**src/rtl/fifo_param_if.sv**
```systemverilog
// Handshake/status bundle for fifo_param. "master" is the producer/consumer side; "slave" is the FIFO.
interface fifo_param_if #(
  parameter int DATA_WIDTH = 8,
  parameter int ADDR_WIDTH = 4
);
  logic                  write_en;
  logic [DATA_WIDTH-1:0] write_data;
  logic                  read_en;
  logic [DATA_WIDTH-1:0] read_data;
  logic                  empty;
  logic                  full;
  logic                  almost_empty;
  logic                  almost_full;
  logic [ADDR_WIDTH:0]   count;
  logic                  overflow;
  logic                  underflow;
  logic                  err_clear;

  modport master (
    output write_en, write_data, read_en, err_clear,
    input  read_data, empty, full, almost_empty, almost_full, count, overflow, underflow
  );

  modport slave (
    input  write_en, write_data, read_en, err_clear,
    output read_data, empty, full, almost_empty, almost_full, count, overflow, underflow
  );
endinterface

```
**src/rtl/fifo_param.sv**
```systemverilog
// Parametrised single-clock first-word-fall-through FIFO with fill count and threshold flags.
// Define FIFO_PARAM_ERR_FLAGS_EN to enable the sticky overflow/underflow flags.
module fifo_param #(
  parameter int DATA_WIDTH = 8,
  parameter int ADDR_WIDTH = 4,
  parameter int AF_THRESH  = 14,
  parameter int AE_THRESH  = 2
) (
  input  logic         clk,
  input  logic         reset,
  fifo_param_if.slave  bus
);
  localparam int DEPTH = 2 ** ADDR_WIDTH;
  localparam logic [ADDR_WIDTH:0] AF_LVL = AF_THRESH[ADDR_WIDTH:0];
  localparam logic [ADDR_WIDTH:0] AE_LVL = AE_THRESH[ADDR_WIDTH:0];

  logic [DATA_WIDTH-1:0] mem [DEPTH];
  logic [ADDR_WIDTH:0]   wr_ptr;
  logic [ADDR_WIDTH:0]   rd_ptr;
  logic [ADDR_WIDTH:0]   fill;
  logic                  empty_w;
  logic                  full_w;
  logic                  wr_accept;
  logic                  rd_accept;

  // Status comes only from the registered pointers, never from this cycle's requests.
  assign fill    = wr_ptr - rd_ptr;
  assign empty_w = (wr_ptr == rd_ptr);
  assign full_w  = (wr_ptr[ADDR_WIDTH-1:0] == rd_ptr[ADDR_WIDTH-1:0]) &&
                   (wr_ptr[ADDR_WIDTH] != rd_ptr[ADDR_WIDTH]);

  assign wr_accept = bus.write_en && !full_w;
  assign rd_accept = bus.read_en && !empty_w;

  always_ff @(posedge clk or negedge reset) begin
    if (!reset) begin
      wr_ptr <= '0;
      rd_ptr <= '0;
    end else begin
      if (wr_accept) wr_ptr <= wr_ptr + 1'b1;
      if (rd_accept) rd_ptr <= rd_ptr + 1'b1;
    end
  end

  always_ff @(posedge clk) begin
    if (wr_accept) mem[wr_ptr[ADDR_WIDTH-1:0]] <= bus.write_data;
  end

  assign bus.read_data    = mem[rd_ptr[ADDR_WIDTH-1:0]];
  assign bus.count        = fill;
  assign bus.empty        = empty_w;
  assign bus.full         = full_w;
  assign bus.almost_empty = (fill <= AE_LVL);
  assign bus.almost_full  = (fill >= AF_LVL);

`ifdef FIFO_PARAM_ERR_FLAGS_EN
  logic ovf_q;
  logic unf_q;

  // A set event wins over a coincident clear so no error is ever lost.
  always_ff @(posedge clk or negedge reset) begin
    if (!reset) begin
      ovf_q <= 1'b0;
      unf_q <= 1'b0;
    end else begin
      if (bus.write_en && full_w)      ovf_q <= 1'b1;
      else if (bus.err_clear)          ovf_q <= 1'b0;
      if (bus.read_en && empty_w)      unf_q <= 1'b1;
      else if (bus.err_clear)          unf_q <= 1'b0;
    end
  end

  assign bus.overflow  = ovf_q;
  assign bus.underflow = unf_q;
`else
  logic unused_err_clear;
  assign unused_err_clear = bus.err_clear;
  assign bus.overflow  = 1'b0;
  assign bus.underflow = 1'b0;
`endif
endmodule

```
**src/flat_wrapper.sv**
```systemverilog
// flat-port wrapper written by rule: the top's interface ports become plain ports
module fifo_param_flat 
#(
  parameter int DATA_WIDTH = 8,
  parameter int ADDR_WIDTH = 4,
  parameter int AF_THRESH  = 14,
  parameter int AE_THRESH  = 2
)
  (clk, reset, bus_write_en, bus_write_data, bus_read_en, bus_err_clear, bus_read_data, bus_empty, bus_full, bus_almost_empty, bus_almost_full, bus_count, bus_overflow, bus_underflow);
  fifo_param_if #(.DATA_WIDTH(DATA_WIDTH), .ADDR_WIDTH(ADDR_WIDTH)) bus_i ();
  input  logic clk;
  input  logic reset;
  input wire logic [$bits(bus_i.write_en)-1:0] bus_write_en;
  input wire logic [$bits(bus_i.write_data)-1:0] bus_write_data;
  input wire logic [$bits(bus_i.read_en)-1:0] bus_read_en;
  input wire logic [$bits(bus_i.err_clear)-1:0] bus_err_clear;
  output wire logic [$bits(bus_i.read_data)-1:0] bus_read_data;
  output wire logic [$bits(bus_i.empty)-1:0] bus_empty;
  output wire logic [$bits(bus_i.full)-1:0] bus_full;
  output wire logic [$bits(bus_i.almost_empty)-1:0] bus_almost_empty;
  output wire logic [$bits(bus_i.almost_full)-1:0] bus_almost_full;
  output wire logic [$bits(bus_i.count)-1:0] bus_count;
  output wire logic [$bits(bus_i.overflow)-1:0] bus_overflow;
  output wire logic [$bits(bus_i.underflow)-1:0] bus_underflow;
  assign bus_i.write_en = bus_write_en;
  assign bus_i.write_data = bus_write_data;
  assign bus_i.read_en = bus_read_en;
  assign bus_i.err_clear = bus_err_clear;
  assign bus_read_data = bus_i.read_data;
  assign bus_empty = bus_i.empty;
  assign bus_full = bus_i.full;
  assign bus_almost_empty = bus_i.almost_empty;
  assign bus_almost_full = bus_i.almost_full;
  assign bus_count = bus_i.count;
  assign bus_overflow = bus_i.overflow;
  assign bus_underflow = bus_i.underflow;
  fifo_param #(.DATA_WIDTH(DATA_WIDTH), .ADDR_WIDTH(ADDR_WIDTH), .AF_THRESH(AF_THRESH), .AE_THRESH(AE_THRESH)) u_core (.clk(clk), .reset(reset), .bus(bus_i));
endmodule
```
**config.mk**
```make
export PLATFORM = sky130hd
export DESIGN_NAME = fifo_param_flat
export DESIGN_NICKNAME = d
export VERILOG_FILES = /design/src/rtl/fifo_param_if.sv /design/src/rtl/fifo_param.sv /design/src/flat_wrapper.sv
export SDC_FILE = /design/constraint.sdc
export NUM_CORES = 1
export LEC_CHECK = 0
export BUFFER_PORTS_ARGS = -buffer_cell sky130_fd_sc_hd__buf_2
export CAP_MARGIN = 20
export CORE_MARGIN = 2
export CORE_UTILIZATION = 40
export DETAILED_ROUTE_END_ITERATION = 12
export SLEW_MARGIN = 20
export SYNTH_ARGS = -nofsm -noshare
export SYNTH_HDL_FRONTEND = slang
export SYNTH_SLANG_ARGS = --single-unit
```
**constraint.sdc**
```tcl
create_clock -name clk -period 2.9 [get_ports clk]
set_clock_uncertainty 0.2 [all_clocks]
set_input_delay 0.145 -clock clk [delete_from_list [all_inputs] [get_ports clk]]
set_output_delay 0.145 -clock clk [all_outputs]
set_load 0.01 [all_outputs]
```
---- Yosys cells after proc, flatten, opt, wreduce, memory -nomap -nowiden ----
Memory sizes are Yosys's and may differ from the RTL's.
Index checks and enable logic that the tools add are counted.
storage, ports and cells
  bits in registers ....................... 10
  RAM bits ................................ 128
  bits of input ports ..................... 13
  word-level logic and storage cells ...... 18
  memories kept ........................... 1
cells by class
  add/sub/neg operators ................... 3
  magnitude comparators ................... 2
  eq/ne operators ......................... 3
  mux-type cells .......................... 2
  reduce and logical (&&, ||, !) cells .... 5
memories
  name        words  bits a word  read ports  clocked after Yosys merged registers in  wr ports  line              RTL
  u_core.mem  16     8            1           0                                        1         fifo_param.sv:17  logic [DATA_WIDTH-1:0] mem [DEPTH];
operators with widths
  operator               count
  $add A5 B1 Y5 const B  2
  $eq A5 B5 Y1           1
  $ge A5 B4 Y1 const B   1
  $le A5 B2 Y1 const B   1
  $sub A5 B5 Y5          1
  $eq A4 B4 Y1           1
  $logic_and A1 B1 Y1    3
  $logic_not A1 Y1       2
  $mux W1                2
  $ne A1 B1 Y1           1

---- Depth between registers and ports, before layout ----
  word-level depth ........................ 6
  mapped depth ............................ 8
  depth with buffers taken out ............ 8

---- Worst setup path before layout ----
Ideal clock, no wire load.
  path kind ............................... reg-to-reg
  start point ............................. reg u_core.rd_ptr[2]
  end point ............................... mem u_core.mem[1][0], enable pin
  library setup time ...................... 395 ps
  arrival time ............................ 2225 ps
  slack ................................... 81 ps
  cell stages (with the launch flop) ...... 8
  period minus slack after synthesis ...... 2819 ps
  cell sequence ........................... dfrtp_1 buf_2 buf_2 inv_1 ha_1 nand4_1 o21ai_2 nor4_1
between the ends
  longest elaborated chain between the ends .. 6
ends and longest elaborated chain
  item                           line              RTL
  start: declaration             fifo_param.sv:19  logic [ADDR_WIDTH:0] rd_ptr;
  start signal: assignment       fifo_param.sv:41  if (rd_accept) rd_ptr <= rd_ptr + 1'b1;
  $eq A4 B4 Y1                   fifo_param.sv:29  assign full_w = (wr_ptr[ADDR_WIDTH-1:0] == rd_ptr[ADDR_WIDTH-1:0]) &&
  $logic_and A1 B1 Y1            fifo_param.sv:29
  $logic_not A1 Y1               fifo_param.sv:32  assign wr_accept = bus.write_en && !full_w;
  $logic_and A1 B1 Y1            fifo_param.sv:32
  $mux W1                        fifo_param.sv:46  if (wr_accept) mem[wr_ptr[ADDR_WIDTH-1:0]] <= bus.write_data;
  $mux W1 (implied by the code)  fifo_param.sv:46
  end: declaration               fifo_param.sv:17
No other way between the ends.

---- Worst setup path after layout ----
  start point ............................. reg u_core.rd_ptr[1]
  end point ............................... out bus_almost_empty
between the ends
  longest elaborated chain between the ends .. 2
ends and longest elaborated chain
  item              line                RTL
  $sub A5 B5 Y5     fifo_param.sv:27    assign fill = wr_ptr - rd_ptr;
  $le A5 B2 Y1      fifo_param.sv:53    assign bus.almost_empty = (fill <= AE_LVL);
  end: declaration  flat_wrapper.sv:20  output wire logic [$bits(bus_i.almost_empty)-1:0] bus_almost_empty;
No other way between the ends.

==> flow_summary.json <==
{
  "run_status": "complete, no violations",
  "synth_edf_count": 128,
  "dr_total_vias": 3023,
  "synth-async-reset-ratio_pct": 7.25,
  "clock_latency_ns": 0.41,
  "drv_cap": 0,
  "synth_area_leaders": "edfxtp_1, mux4_2, dfrtp_1",
  "power.share.clock_pct": 30.4,
  "path_max_fanout": 10,
  "place_congestion": 0.838,
  "combPwrFrac_pct": 36.3,
  "worstHoldPathType": "input port to flip-flop",
  "finalMaxSlewViolations": 0,
  "clock_tree.buffer_depth": 2,
  "die-area_mm2": 0.0153,
  "final_util_pct": 49.8,
  "synth_top_area_share_pct": 66.9,
  "slew_headroom_pct": 58.2,
  "grt_pass1_wl_mm": 17.8,
  "min_period_ns": 2.70,
  "io_buffers": 28,
  "die_h_um": 124,
  "synthCells": 307,
  "fp-row-count": 43,
  "p_int_w": 0.00518,
  "finalSetupTns_ns": 0,
  "switching_share_pct": 32.2,
  "yosysTopAreaCell": "edfxtp_1",
  "leakagePower_nw": 2.46,
  "cts_root_buf": "clkbuf_16",
  "worstPathRequired_ns": 2.56,
  "powerDensity_mw_per_mm2": 1100,
  "fin_nets": 391,
  "grt_max_degree": 44,
  "drt_iter0_drc": 289,
  "coreArea_mm2": 0.0139,
  "final_antenna_net_count": 0,
  "drive_gt1_share_pct": 28.3,
  "firstDrtPassIters": 4,
  "synth_cell_types": 39,
  "antenna_cells": 0,
  "p_seq_share_pct": 33.3,
  "synth.cell_area_mm2": 0.00575,
  "wire_per_inst_um": 20.5,
  "numCtsBuffers": 17,
  "overflow": 0,
  "seq_area_frac_synth_pct": 71.2,
  "cts_tree": "done",
  "cts_max_level": 4,
  "ir_drop_mv": 0.350,
  "rr_worst_depth": 6,
  "synthFlopType": "edfxtp_1",
  "worst_setup_path_start_kind": "flip-flop",
  "num_io_pins": 32,
  "grt_usage_pct": 16.6,
  "endpoint_kind": "output port",
  "ys_warn_count": 0,
  "syn2layout_area_growth_pct": 20.6,
  "wirelength_mm": 11.5,
  "viasPerCell": 5.39,
  "fin_crit_sh_pct": 93.1,
  "crit_arrival_ns": 2.36,
  "p_sw_w": 0.00247,
  "avgSynthCellArea_um2": 18.7,
  "ys_ff_latch": 138,
  "clock-sinks": 138,
  "rsz0062_at_grt": "no",
  "criticalPathCategory": "flip-flop to output port",
  "hold_depth": 3,
  "initial_core_util_pct": 41.2,
  "drc_errors": 0,
  "worst_pin_slew_ns": 0.624,
  "antenna_found_initial": 0,
  "grt_pass1_vias": 3067,
  "dpl.hpwl_mm": 7.29,
  "die_w_um": 124,
  "setup_viol": 0,
  "hold_violations": 0,
  "path_clk_slew_ns": 0.06,
  "max_freq_mhz": 370
}
power by group through the flow:
stage          sequential [W]  combinational [W]  clock (W)
3_5_place_dp          0.00259            0.00271          0
6_report              0.00255            0.00277    0.00233
3_3_place_gp          0.00258            0.00267          0
2_1_floorplan         0.00256            0.00190          0
4_1_cts               0.00255            0.00273    0.00236
5_1_grt               0.00258            0.00301    0.00244
final cells by class:
| type | count | area, um2 |
|---|---|---|
| Inverter | 12 | 45.0 |
| Tap cell | 180 | 225 |
| Clock inverter | 14 | 215 |
| Fill cell | 1143 | 7000 |
| Clock buffer | 18 | 429 |
| Multi-Input combinational cell | 143 | 1530 |
| Sequential cell | 138 | 4100 |
| Timing Repair Buffer | 56 | 390 |
synth_stat cells, types with 2 or more instances:
cell type	n
a21o_1	2
a22oi_1	8
a32oi_1	8
and2_1	6
and3_1	4
buf_12	2
buf_2	3
buf_4	2
buf_6	3
clkbuf_1	5
dfrtp_1	10
edfxtp_1	128
ha_1	9
inv_1	10
mux2i_1	24
mux4_1	3
mux4_2	21
nand2_1	4
nand3_1	2
nand4_1	4
nor2_1	7
nor2b_1	2
nor4_1	4
o21a_1	3
o21ai_1	10
xnor2_1	8
xor2_1	3
sequential cells by signal, summed over array words and instances (netlist names):
| register | flops |
|---|---|
| u_core.mem | 128 |
| u_core.rd_ptr | 5 |
| u_core.wr_ptr | 5 |
critical path, stage by stage, from the launching register on:
cell and delay (ns):
dfrtp_1 0.41, clkinv_1 0.11, buf_4 0.19, fa_2 0.41, a21o_1 0.20, a21oi_2 0.16, xnor2_2 0.10, a211oi_2 0.20
buf_2 0.16
what timing repair did:
action | CTS | global route
setup endpoints to repair | 1 | 2
buffers inserted | 0 | 1
pin swaps | 0 | 1
resized for setup | 1 | 4
hold endpoints to repair | 141 | 0
gates cloned | 0 | 0
hold buffers | 11 | 0
cell usage in the layout, fill, tap and decap left out, types with 7 or more instances in the layout:
cell type      count
dlygate4sd3_1     11
nor2_1             7
xnor2_1            7
o21ai_1           10
buf_2             28
buf_4             16
dfrtp_1            9
a32oi_1            8
a22oi_1            8
mux2i_1           24
edfxtp_1         128
clkbuf_16         17
mux4_2            21
inv_1              9
ha_1               9
metrics by stage:
step | area, um2 | setup slack (ns) | instances | hold slack (ns) | total power (W)
CTS | 6910 | 0.0253 | 560 | 0.0167 | 0.00764
finish | 6930 | 0.199 | 561 | 0.0227 | 0.00765
global route | 6930 | 0.0684 | 561 | 0.0431 | 0.00803
detailed placement | 6150 | 0.255 | 517 | -0.165 | 0.00530
global placement | 6150 | 0.343 | 517 | -0.169 | 0.00525
floorplan | 5750 | 0.0806 | 308 | -0.351 | 0.00446
cell families (layout without fill, tap and decap cells):
| logic type | count (synthesis) | after routing | share of synthesized area [%] |
|---|---|---|---|
| AO/OA/AOI/OAI | 36 | 36 | 4.42 |
| adder cells (fa/ha/maj) | 10 | 10 | 2.31 |
| XOR/XNOR | 12 | 12 | 1.96 |
| other | 1 | 2 | 0.0653 |
| multiplexers | 48 | 48 | 13.8 |
| buffers and inverters | 27 | 100 | 2.92 |
| AND/OR/NAND/NOR | 35 | 35 | 3.31 |
| flip-flops | 138 | 138 | 71.2 |
path summary, 6_finish.rpt:
kind | from | to | slack [ns]
max in group asynchronous | reset | u_core.rd_ptr[0]$_DFFE_PN0P_ | 1.54
hold / removal | bus_write_en | u_core.wr_ptr[1]$_DFFE_PN0P_ | 0.02
hold reg to reg | u_core.wr_ptr[4]$_DFFE_PN0P_ | u_core.wr_ptr[4]$_DFFE_PN0P_ | 0.37
setup / recovery | u_core.rd_ptr[1]$_DFFE_PN0P_ | bus_almost_empty | 0.20
min in group asynchronous | reset | u_core.rd_ptr[2]$_DFFE_PN0P_ | 0.58
setup reg to reg | u_core.rd_ptr[1]$_DFFE_PN0P_ | u_core.mem[5][6]$_DFFE_PP_ | 0.25
routing by layer:
| layer | up-vias | wire, um | part of all wire, % | track usage, % |
|---|---|---|---|---|
| met1 | 1578 | 5120 | 44 | 22.2 |
| met2 | 73 | 5690 | 49 | 26.2 |
| met4 | 0 | 200 | 1.7 | 7.10 |
| met5 | - | 0 | 0 | 0 |
| li1 | 1356 | - | - | - |
| met3 | 16 | 513 | 4.5 | 3.85 |
No activity file was read; power rests on OpenSTA's default activity.
